===== src/rtl/backoff_ctrl.sv =====
// Channel-access backoff controller: waits a DIFS idle period, counts down random
// backoff slots while the channel stays idle, then holds grant until done.
module backoff_ctrl #(
   parameter int unsigned W          = 4,
   parameter int unsigned DIFS_TICKS = 40,
   parameter int unsigned SLOT_TICKS = 8
) (
   input  logic         clk,
   input  logic         rst,
   input  logic         tick,
   input  logic         start,
   input  logic [W-1:0] slots,
   input  logic         busy,
   input  logic         done,
   output logic         grant,
   output logic [1:0]   state,
   output logic [W-1:0] remaining
);

   localparam int unsigned MAX_TICKS = (DIFS_TICKS > SLOT_TICKS) ? DIFS_TICKS : SLOT_TICKS;
   localparam int unsigned CW        = (MAX_TICKS > 1) ? $clog2(MAX_TICKS) : 1;

   localparam logic [1:0] IDLE    = 2'd0;
   localparam logic [1:0] DIFS    = 2'd1;
   localparam logic [1:0] BACKOFF = 2'd2;
   localparam logic [1:0] GRANT   = 2'd3;

   localparam logic [CW-1:0] DIFS_LAST = CW'(DIFS_TICKS - 1);
   localparam logic [CW-1:0] SLOT_LAST = CW'(SLOT_TICKS - 1);

   logic [1:0]    state_nxt;
   logic [W-1:0]  rem_nxt;
   logic [CW-1:0] cnt;
   logic [CW-1:0] cnt_nxt;

   // State register
   always_ff @(posedge clk or negedge rst) begin
      if (!rst) begin
         state <= IDLE;
      end else begin
         state <= state_nxt;
      end
   end

   // Next-state and counter update; busy always wins over tick
   always_comb begin
      state_nxt = state;
      rem_nxt   = remaining;
      cnt_nxt   = cnt;
      case (state)
         IDLE: begin
            if (start) begin
               state_nxt = DIFS;
               rem_nxt   = slots;
               cnt_nxt   = '0;
            end
         end
         DIFS: begin
            if (busy) begin
               cnt_nxt = '0;
            end else if (tick) begin
               if (cnt == DIFS_LAST) begin
                  cnt_nxt   = '0;
                  state_nxt = (remaining == '0) ? GRANT : BACKOFF;
               end else begin
                  cnt_nxt = cnt + CW'(1);
               end
            end
         end
         BACKOFF: begin
            if (busy) begin
               state_nxt = DIFS;
               cnt_nxt   = '0;
            end else if (tick) begin
               if (cnt == SLOT_LAST) begin
                  cnt_nxt = '0;
                  // Saturate at zero; the last slot hands over to GRANT
                  if (remaining != '0) begin
                     rem_nxt = remaining - W'(1);
                  end
                  if (remaining <= W'(1)) begin
                     state_nxt = GRANT;
                  end
               end else begin
                  cnt_nxt = cnt + CW'(1);
               end
            end
         end
         GRANT: begin
            if (done) begin
               state_nxt = IDLE;
            end
         end
         default: begin
            state_nxt = IDLE;
         end
      endcase
   end

   // Datapath registers; grant tracks the next state so it matches state exactly
   always_ff @(posedge clk or negedge rst) begin
      if (!rst) begin
         cnt       <= '0;
         remaining <= '0;
         grant     <= 1'b0;
      end else begin
         cnt       <= cnt_nxt;
         remaining <= rem_nxt;
         grant     <= (state_nxt == GRANT);
      end
   end

endmodule


===== config.mk =====
export PLATFORM = sky130hd
export DESIGN_NAME = backoff_ctrl
export DESIGN_NICKNAME = d
export VERILOG_FILES = /design/src/rtl/backoff_ctrl.sv
export SDC_FILE = /design/constraint.sdc
export NUM_CORES = 1
export LEC_CHECK = 0
export CAP_MARGIN = 20
export CORE_ASPECT_RATIO = 0.5
export CORE_MARGIN = 5
export CORE_UTILIZATION = 30
export DETAILED_ROUTE_END_ITERATION = 12
export PLACE_DENSITY_LB_ADDON = 0.25
export SYNTH_ARGS = -nofsm -noshare
export SYNTH_HDL_FRONTEND = slang
export SYNTH_SLANG_ARGS = --single-unit

===== constraint.sdc =====
create_clock -name clk -period 2.25 [get_ports clk]
set_input_delay 0.45 -clock clk [delete_from_list [all_inputs] [get_ports clk]]
set_output_delay 0.45 -clock clk [all_outputs]
set_load 0.03 [all_outputs]

# ---- After elaboration in Yosys (flattened, before gate mapping)
# Cells that the tools add are included.
dict set report totals {
  register_bits 13
  input_bits 10
  output_inout_bits 7
  wordCells 52
}
dict set report classes {
  add_sub_neg 2
  order_cmp 1
  eq_ne 13
  n_mux 25
  reduce_logical 7
}
# operator count
set ops {}
lappend ops {{$mux W6} 7}
lappend ops {{$mux W4} 5}
lappend ops {{$mux W2} 9}
lappend ops {{$pmux W6 S3} 1}
lappend ops {{$ne A2 B2 Y1 const B} 5}
lappend ops {{$pmux W2 S4} 1}
lappend ops {{$pmux W4 S2} 1}
lappend ops {{$add A6 B1 Y6 const B} 1}
lappend ops {{$eq A2 B2 Y1 const B} 3}
lappend ops {{$eq A6 B3 Y1 const B} 1}
lappend ops {{$eq A6 B6 Y1 const B} 1}
lappend ops {{$ne A3 B3 Y1 const B} 2}
lappend ops {{$reduce_and A6 Y1} 1}
lappend ops {{$le A4 B1 Y1 const B} 1}
lappend ops {{$logic_not A4 Y1} 1}
lappend ops {{$reduce_and A4 Y1} 1}
lappend ops {{$reduce_bool A4 Y1} 1}
lappend ops {{$sub A4 B1 Y4 const B} 1}
lappend ops {{$reduce_bool A3 Y1} 1}
lappend ops {{$eq A2 B1 Y1 const B} 1}
lappend ops {{$logic_not A2 Y1} 1}
lappend ops {{$reduce_bool A2 Y1} 1}
lappend ops {{$mux W1} 1}

# ---- Longest topological paths before layout
# Gate-level depths: netlist of the first run.
dict set report depth {
  depth_word 7
  ltp_mapped 8
  ltp_nobuf 7
}

# ---- Least setup slack after synthesis of the first run
# Ideal clock, no wire load.
dict set report synth_path {
  path_kind {reg2reg}
  from {register state[0]}
  to {register cnt[5]}
  setup_time_ps 95
  arrival_time_ps 1940
  t_required_ps 2155
  setup_slack_ps 215
  path_stages_with_launch 9
  path_buffers 1
  period_less_slack_ps 2035
  cell_sequence {dfrtp_1 inv_1 ha_1 buf_6 o21ba_2 nand2b_2 o311ai_2 or2_1 o31ai_1}
}
dict set report synth_between {
  elab_chain_cells 3
  elab_cells_between_ends 9
  classes_between {5 x eq/ne; 1 x mux; 3 x reduce/logical}
}
# item line
set synth_lines {}
lappend synth_lines {{from (decl)} 16} ;# output logic [1:0] state,
lappend synth_lines {{from (signal assigned)} 41} ;# state <= state_nxt;
lappend synth_lines {{$eq A2 B1 Y1 (tied with other cells)} 50} ;# case (state)
lappend synth_lines {{$ne A3 B3 Y1 (no source line) (tied with other cells)} n/a}
lappend synth_lines {{$reduce_and A4 Y1 (no source line)} n/a}
lappend synth_lines {{to (signal assigned)} 107} ;# cnt <= cnt_nxt;
lappend synth_lines {{to (decl)} 33} ;# logic [CW-1:0] cnt;
# Parallel ways exist; a longest one is shown, timed or not.
# A chain may end at the register's enable or synchronous reset.

# ---- Worst setup path in the final report of the first run
# Ends and elaborated chain as after synthesis.

==> metrics.md, run 1 <==
| Metric | Value |
|---|---|
| CP Launch Type | flop |
| Least-Margin Pin Slew | 0.594 ns |
| Sequential area share after synthesis | between 30% and 40% |
| Mapped Area | a little under 1000 sq um |
| Worst hold slack | roughly 0.52 ns |
| Core outline area | around 3000 sq um |
| Vias | a little over 800 |
| Post-CTS sizing | 0 |
| Final wirelength | ~2.1 mm |
| Root buffer cell | clkbuf_8 |
| Max-cap viol count | 0 |
| Yosys Warn Count | 0 |
| Starting DRT DRC Count | 25 |
| Worst-path maximum fanout | 9 |
| Port bufs | 16 |
| FMAX | roughly 0.50 GHz |
| Final core occ | 39.8% |
| HPWL Detailed | about 1.7 mm |
| Die X | approximately 91 um |
| EDFF count, synth | 0 |
| Die Y | between 50 and 60 um |
| Yosys reg bits | 13 |
| Drt via density | about 5.0 |
| Sink Count | 13 |
| Peak VDD IR | 0.000269 V |
| Setup repair bufs after CTS | 0 |
| CTS tree | built |
| Top_reg_cell synth | dfrtp_1 |
| Vias in the first global route | 729 |
| Synth area leaders | dfrtp_1, ha_1, o21ai_0 |
| Fin. Hold Viols | 0 |
| Syn Inst Count | roughly 110 |
| Classification of the worst setup path | flop to flop |
| GPL Wtd Cong | 0.832 |
| Gr busiest metal | met2 |
| Total grt overflow | 0 |
| Post-synth top area cell | dfrtp_1 |
| PwrDens | around 580 nW/um^2 |
| CTS max path bufs | 2 |
| Antenna violations before repair | 0 |
| Final setup viols | 0 |
| N_diodes | 0 |
| FILL cells | ~320 |
| Required time worst endpoint | ~2.4 ns |
| Syn_nets | ~120 |
| Reg area | ~330 sq um |
| Total GRT Usage | under 10% |
| Distinct cells, synth | 40 |
| Area of the multi-input gates | ~600 sq um |
| Layout cells sized above 1 | a little under a tenth |
| Initial core utilization | 31.9% |
| Arr. time, crit path | between 2 and 2.5 ns |
| Post-synth ARST share | 100% |
| Slew headroom | 60.3% |
| Number of buffers created by CTS | 3 |
| Worst Skew | 0.00334 ns |
| CP endpoint kind | flop |
| Die ar. | 4550 sq um |
| Post-route minimum period | 1.98 ns |
| Num ports | 17 |
| M1 GR Usage | between 10% and 20% |
| Placement Rows | 14 |
| Synth cell count leaders | o21ai_0, dfrtp_1, nand2_1, ha_1, inv_1 |
| Post-layout net count | around 140 |
| Clock transition at path regs | approximately 0.060 ns |
| WL per Instance | 13.0 um |
| HP Class | flop to flop |
| GRT met3 Usage | around 2.7% |
| Synthesized area per cell | roughly 9.2 sq um |
| Outcome | finished, final reports clean |
| CTS Hold Bufs | 0 |
| Count leader, synth | o21ai_0 |
| GRT met2 Usage | about 14% |
| Final period utilization | about nine tenths |
| Drt drc | 0 |
| Worst skew pair latency | approximately 0.25 ns |
| DR pass1 iterations | 4 |
| P&R area growth vs syn | 24.7% |
| P_leak | 0.525 nW |
| H-tree levels | 1 |
| Share of the synthesized area in the top cell type | between 30 and 40% |
| RSZ-0062 raised after global routing | false |
| Slew Limit Fails | 0 |
| Global-route wire length before repair | 3.62 mm |
| Post-DRT Antenna Nets | 0 |
| TNS Setup | 0 ns |
| Largest net degree at the start of global routing | 15 |
-- cell families after synthesis --
| group | count (synthesis) | synth area share, % |
|---|---|---|
| multiplexers | 2 | 2.06 |
| AND/OR/NAND/NOR | 38 | 22.7 |
| adder cells (fa/ha/maj) | 8 | 10.3 |
| flip-flops | 13 | 33.5 |
| AO/OA/AOI/OAI | 36 | 26.5 |
| buffers and inverters | 9 | 5.02 |
-- worst max-delay path, cell delays in order (launching register included) --
cell	delay, ns
dfrtp_1	0.47
inv_1	0.10
ha_1	0.28
o21ba_2	0.25
nand2b_2	0.07
o311ai_2	0.18
or2_1	0.31
o31ai_1	0.23
-- registers in the layout, summed over array words and instances, names as in the netlist --
| signal | flops |
|---|---|
| cnt | 6 |
| grant | 1 |
| remaining | 4 |
| state | 2 |
-- routing by layer --
metal / vias to the layer above / wire (um)
li1: 426 / -
met1: 376 / 1160
met2: 18 / 930
met3: 0 / 60
met4: 0 / 0
met5: - / 0
-- worst paths after layout --
path                       slack [ns]     start  depth (start not counted)           end
setup reg to reg                 0.27  state[0]                          7        cnt[5]
hold reg to reg                  0.52    cnt[0]                          1        cnt[0]
max in group asynchronous        1.28       rst                          1  remaining[1]
hold / removal                   0.52    cnt[0]                          1        cnt[0]
min in group asynchronous        0.58       rst                          1  remaining[2]
setup / recovery                 0.27  state[0]                          7        cnt[5]
-- stage by stage --
step,instances,setup slack (ns),power (mW),instance area [sq um]
after floorplan,106,0.215,0.425,972
after global placement,161,0.189,0.498,1170
after detailed placement,161,0.148,0.499,1170
after CTS,165,0.258,0.716,1210
after global routing,165,0.109,0.757,1210
final,165,0.269,0.707,1210
-- placed cells by master, fill, tap and decap left out, drive strengths merged, types with 3 or more instances in the layout --
cell type,instances
ha,8
inv,7
o21ai,15
nor2,3
dfrtp,13
nand3,3
clkdlybuf4s50,16
clkbuf,4
nand2b,5
a21oi,3
nand2,13
-- area by class of cell --
cell class	instances	area share, %
clock buffers	4	3.72
inverters	7	2.17
multi-input cells	84	49.3
flip-flops and latches	13	26.8
well taps	40	4.13
repair buffers	17	13.8
-- where the power goes --
group | total, mW | internal [mW] | leakage, nW | switching, mW
Clock | 0.214 | 0.125 | 0.0228 | 0.0891
Sequential | 0.279 | 0.254 | 0.174 | 0.0251
Combinational | 0.213 | 0.0953 | 0.328 | 0.118
Total | 0.707 | 0.475 | 0.525 | 0.232
No activity file was read; power rests on OpenSTA's default activity.
==> run 2: changes to the inputs <==
--- a/config.mk
+++ b/config.mk
@@ -10,7 +10,6 @@
 export CORE_MARGIN = 5
 export CORE_UTILIZATION = 30
 export DETAILED_ROUTE_END_ITERATION = 12
-export PLACE_DENSITY_LB_ADDON = 0.25
 export SYNTH_ARGS = -nofsm -noshare
 export SYNTH_HDL_FRONTEND = slang
 export SYNTH_SLANG_ARGS = --single-unit
==> run 2 against run 1 <==
Maximum frequency is 0.74% lower. Die area stayed put. Sequential power hardly changed. Global-route usage hardly changed. Via count is 1.7% higher. Final area stayed put.
==> metrics.md, run 2 (synthesis results as in run 1) <==
| Metric | Value |
|---|---|
| Die X | 90.5 um (unchanged) |
| Worst-path cell chain | inv_1, ha_1, o21ba_2, nand2b_2, o311ai_2, or2_1, o31ai_1 (unchanged) |
| Worst-path maximum fanout | 9 (unchanged) |
| CTS tree | built (unchanged) |
| Setup repair bufs after CTS | 0 (unchanged) |
| Worst skew pair latency | 0.24 ns (was 0.25 ns) |
| Post-CTS sizing | 0 (unchanged) |
| Most flops, register | cnt (unchanged) |
| Commonest non-fill, non-tap cell in the layout | clkdlybuf4s50_1 (unchanged) |
| Number of buffers created by CTS | 3 (unchanged) |
| Root buffer cell | clkbuf_8 (unchanged) |
| Core outline area | 3050 sq um (unchanged) |
| Port bufs | 16 (unchanged) |
| Commonest non-fill, non-tap cells in the layout | clkdlybuf4s50_1, o21ai_0, nand2_1, dfrtp_1, ha_1 (unchanged) |
| Outcome | finished, final reports clean (unchanged) |
| TNS Setup | 0 ns (unchanged) |
| Arr. time, crit path | 2.15 ns (was 2.14 ns) |
| Vias in the first global route | 727 (was 729) |
| Total GRT Usage | 9.53% (was 9.56%) |
| Starting DRT DRC Count | 34 (was 25) |
| Final Instance Area | 1210 sq um (unchanged) |
| CP delay by family, top | compound AO/OA/AOI/OAI gates (unchanged) |
| P_leak | 0.525 nW (unchanged) |
| CP endpoint kind | flop (unchanged) |
| Die Y | 50.3 um (unchanged) |
| Largest net degree at the start of global routing | 15 (unchanged) |
| P&R area growth vs syn | 24.7% (unchanged) |
| Post-route minimum period | 2.00 ns (was 1.98 ns) |
| Largest register FFs | 6 (unchanged) |
| Dpl ws | 0.149 ns (was 0.148 ns) |
| Drt via density | 5.05 (was 4.97) |
| Clock transition at path regs | 0.05 ns (was 0.06 ns) |
| Slew headroom | 57.1% (was 60.3%) |
| CP Launch Type | flop (unchanged) |
| Peak VDD IR | 0.000158 V (was 0.000269 V) |
| Drt drc | 0 (unchanged) |
| Worst Skew | 0.00157 ns (was 0.00334 ns) |
| DR pass1 iterations | 4 (unchanged) |
| WL per Instance | 12.9 um (was 13.0 um) |
| Slowest CP cell | dfrtp_1 (unchanged) |
| Tot Pwr | 0.698 mW (was 0.707 mW) |
| Least-Margin Pin Slew | 0.642 ns (was 0.594 ns) |
| PwrDens | 575 nW/um^2 (was 583 nW/um^2) |
| Layout cells sized above 1 | 9.60% (unchanged) |
| Post-layout net count | 144 (unchanged) |
| CTS Hold Bufs | 0 (unchanged) |
| Num ports | 17 (unchanged) |
| Max-cap viol count | 0 (unchanged) |
| Total grt overflow | 0 (unchanged) |
| Antenna violations before repair | 0 (unchanged) |
| HPWL Detailed | 1.64 mm (was 1.69 mm) |
| Initial core utilization | 31.9% (unchanged) |
| Die ar. | 4550 sq um (unchanged) |
| Max incr delay on CP | 0.46 ns (was 0.47 ns) |
| N_diodes | 0 (unchanged) |
| Top Registers | cnt (6), remaining (4), state (2) (unchanged) |
| Worst path buffer plus inverter count | 1 (unchanged) |
| Final core occ | 39.8% (unchanged) |
| Placed cell area | 1170 sq um (unchanged) |
| Post-DRT Antenna Nets | 0 (unchanged) |
| Placement Rows | 14 (unchanged) |
| Slew Limit Fails | 0 (unchanged) |
| Fin. Hold Viols | 0 (unchanged) |
| FMAX | 0.501 GHz (was 0.505 GHz) |
| Final worst slack | 0.254 ns (was 0.269 ns) |
| HP Class | flop to flop (unchanged) |
| GPL Wtd Cong | 0.813 (was 0.832) |
| CTS max path bufs | 2 (unchanged) |
| Required time worst endpoint | 2.40 ns (was 2.41 ns) |
| RSZ-0062 raised after global routing | false (unchanged) |
| Final period utilization | 88.7% (was 88.0%) |
| Final setup viols | 0 (unchanged) |
| Global-route wire length before repair | 3.49 mm (was 3.62 mm) |
| Vias | 834 (was 820) |
| H-tree levels | 1 (unchanged) |
| Sink Count | 13 (unchanged) |
| Final wirelength | 2.12 mm (was 2.15 mm) |
| Classification of the worst setup path | flop to flop (unchanged) |
-- run 2: layer usage --
metal | up-vias | global-route usage [%] | share of wire [%]
met4 | 0 | 2.97 | 0
met3 | 0 | 3.58 | 3.4
met1 | 388 | 13.0 | 54
met5 | - | 0 | 0
met2 | 18 | 14.0 | 42
li1 | 428 | - | -
-- run 2: final cells by class --
cell class | count | area (sq um)
clock buffers | 4 | 45.0
well taps | 40 | 50.0
multi-input cells | 84 | 598
flip-flops and latches | 13 | 325
inverters | 7 | 26.3
fillers | 316 | 1840
repair buffers | 17 | 168
-- run 2: where the power goes --
part,total [mW],leakage (nW),switching (mW),internal [mW]
Clock,0.207,0.0228,0.0817,0.125
Combinational,0.213,0.328,0.118,0.0948
Sequential,0.278,0.174,0.0238,0.254
-- run 2: worst paths after layout --
kind | end | slack, ns | cells past startpoint | start
min reg2reg | cnt[1] | 0.51 | 2 | cnt[1]
max | cnt[5] | 0.25 | 7 | state[0]
min | cnt[1] | 0.51 | 2 | cnt[1]
max reg2reg | cnt[5] | 0.25 | 7 | state[0]
min in group asynchronous | state[1] | 0.60 | 1 | rst
max in group asynchronous | cnt[0] | 1.23 | 1 | rst
-- run 2: tightest hold or removal path, stage by stage (launching register included) --
cell and delay [ns]:
dfrtp_1 0.36, nand2_1 0.05, o21ai_0 0.06
-- run 2: through the flow --
step | instances | hold slack, ns
detailed placement | 161 | 0.503
CTS | 165 | 0.516
global placement | 161 | 0.500
finish | 165 | 0.505
floorplan | 106 | 0.154
global route | 165 | 0.550
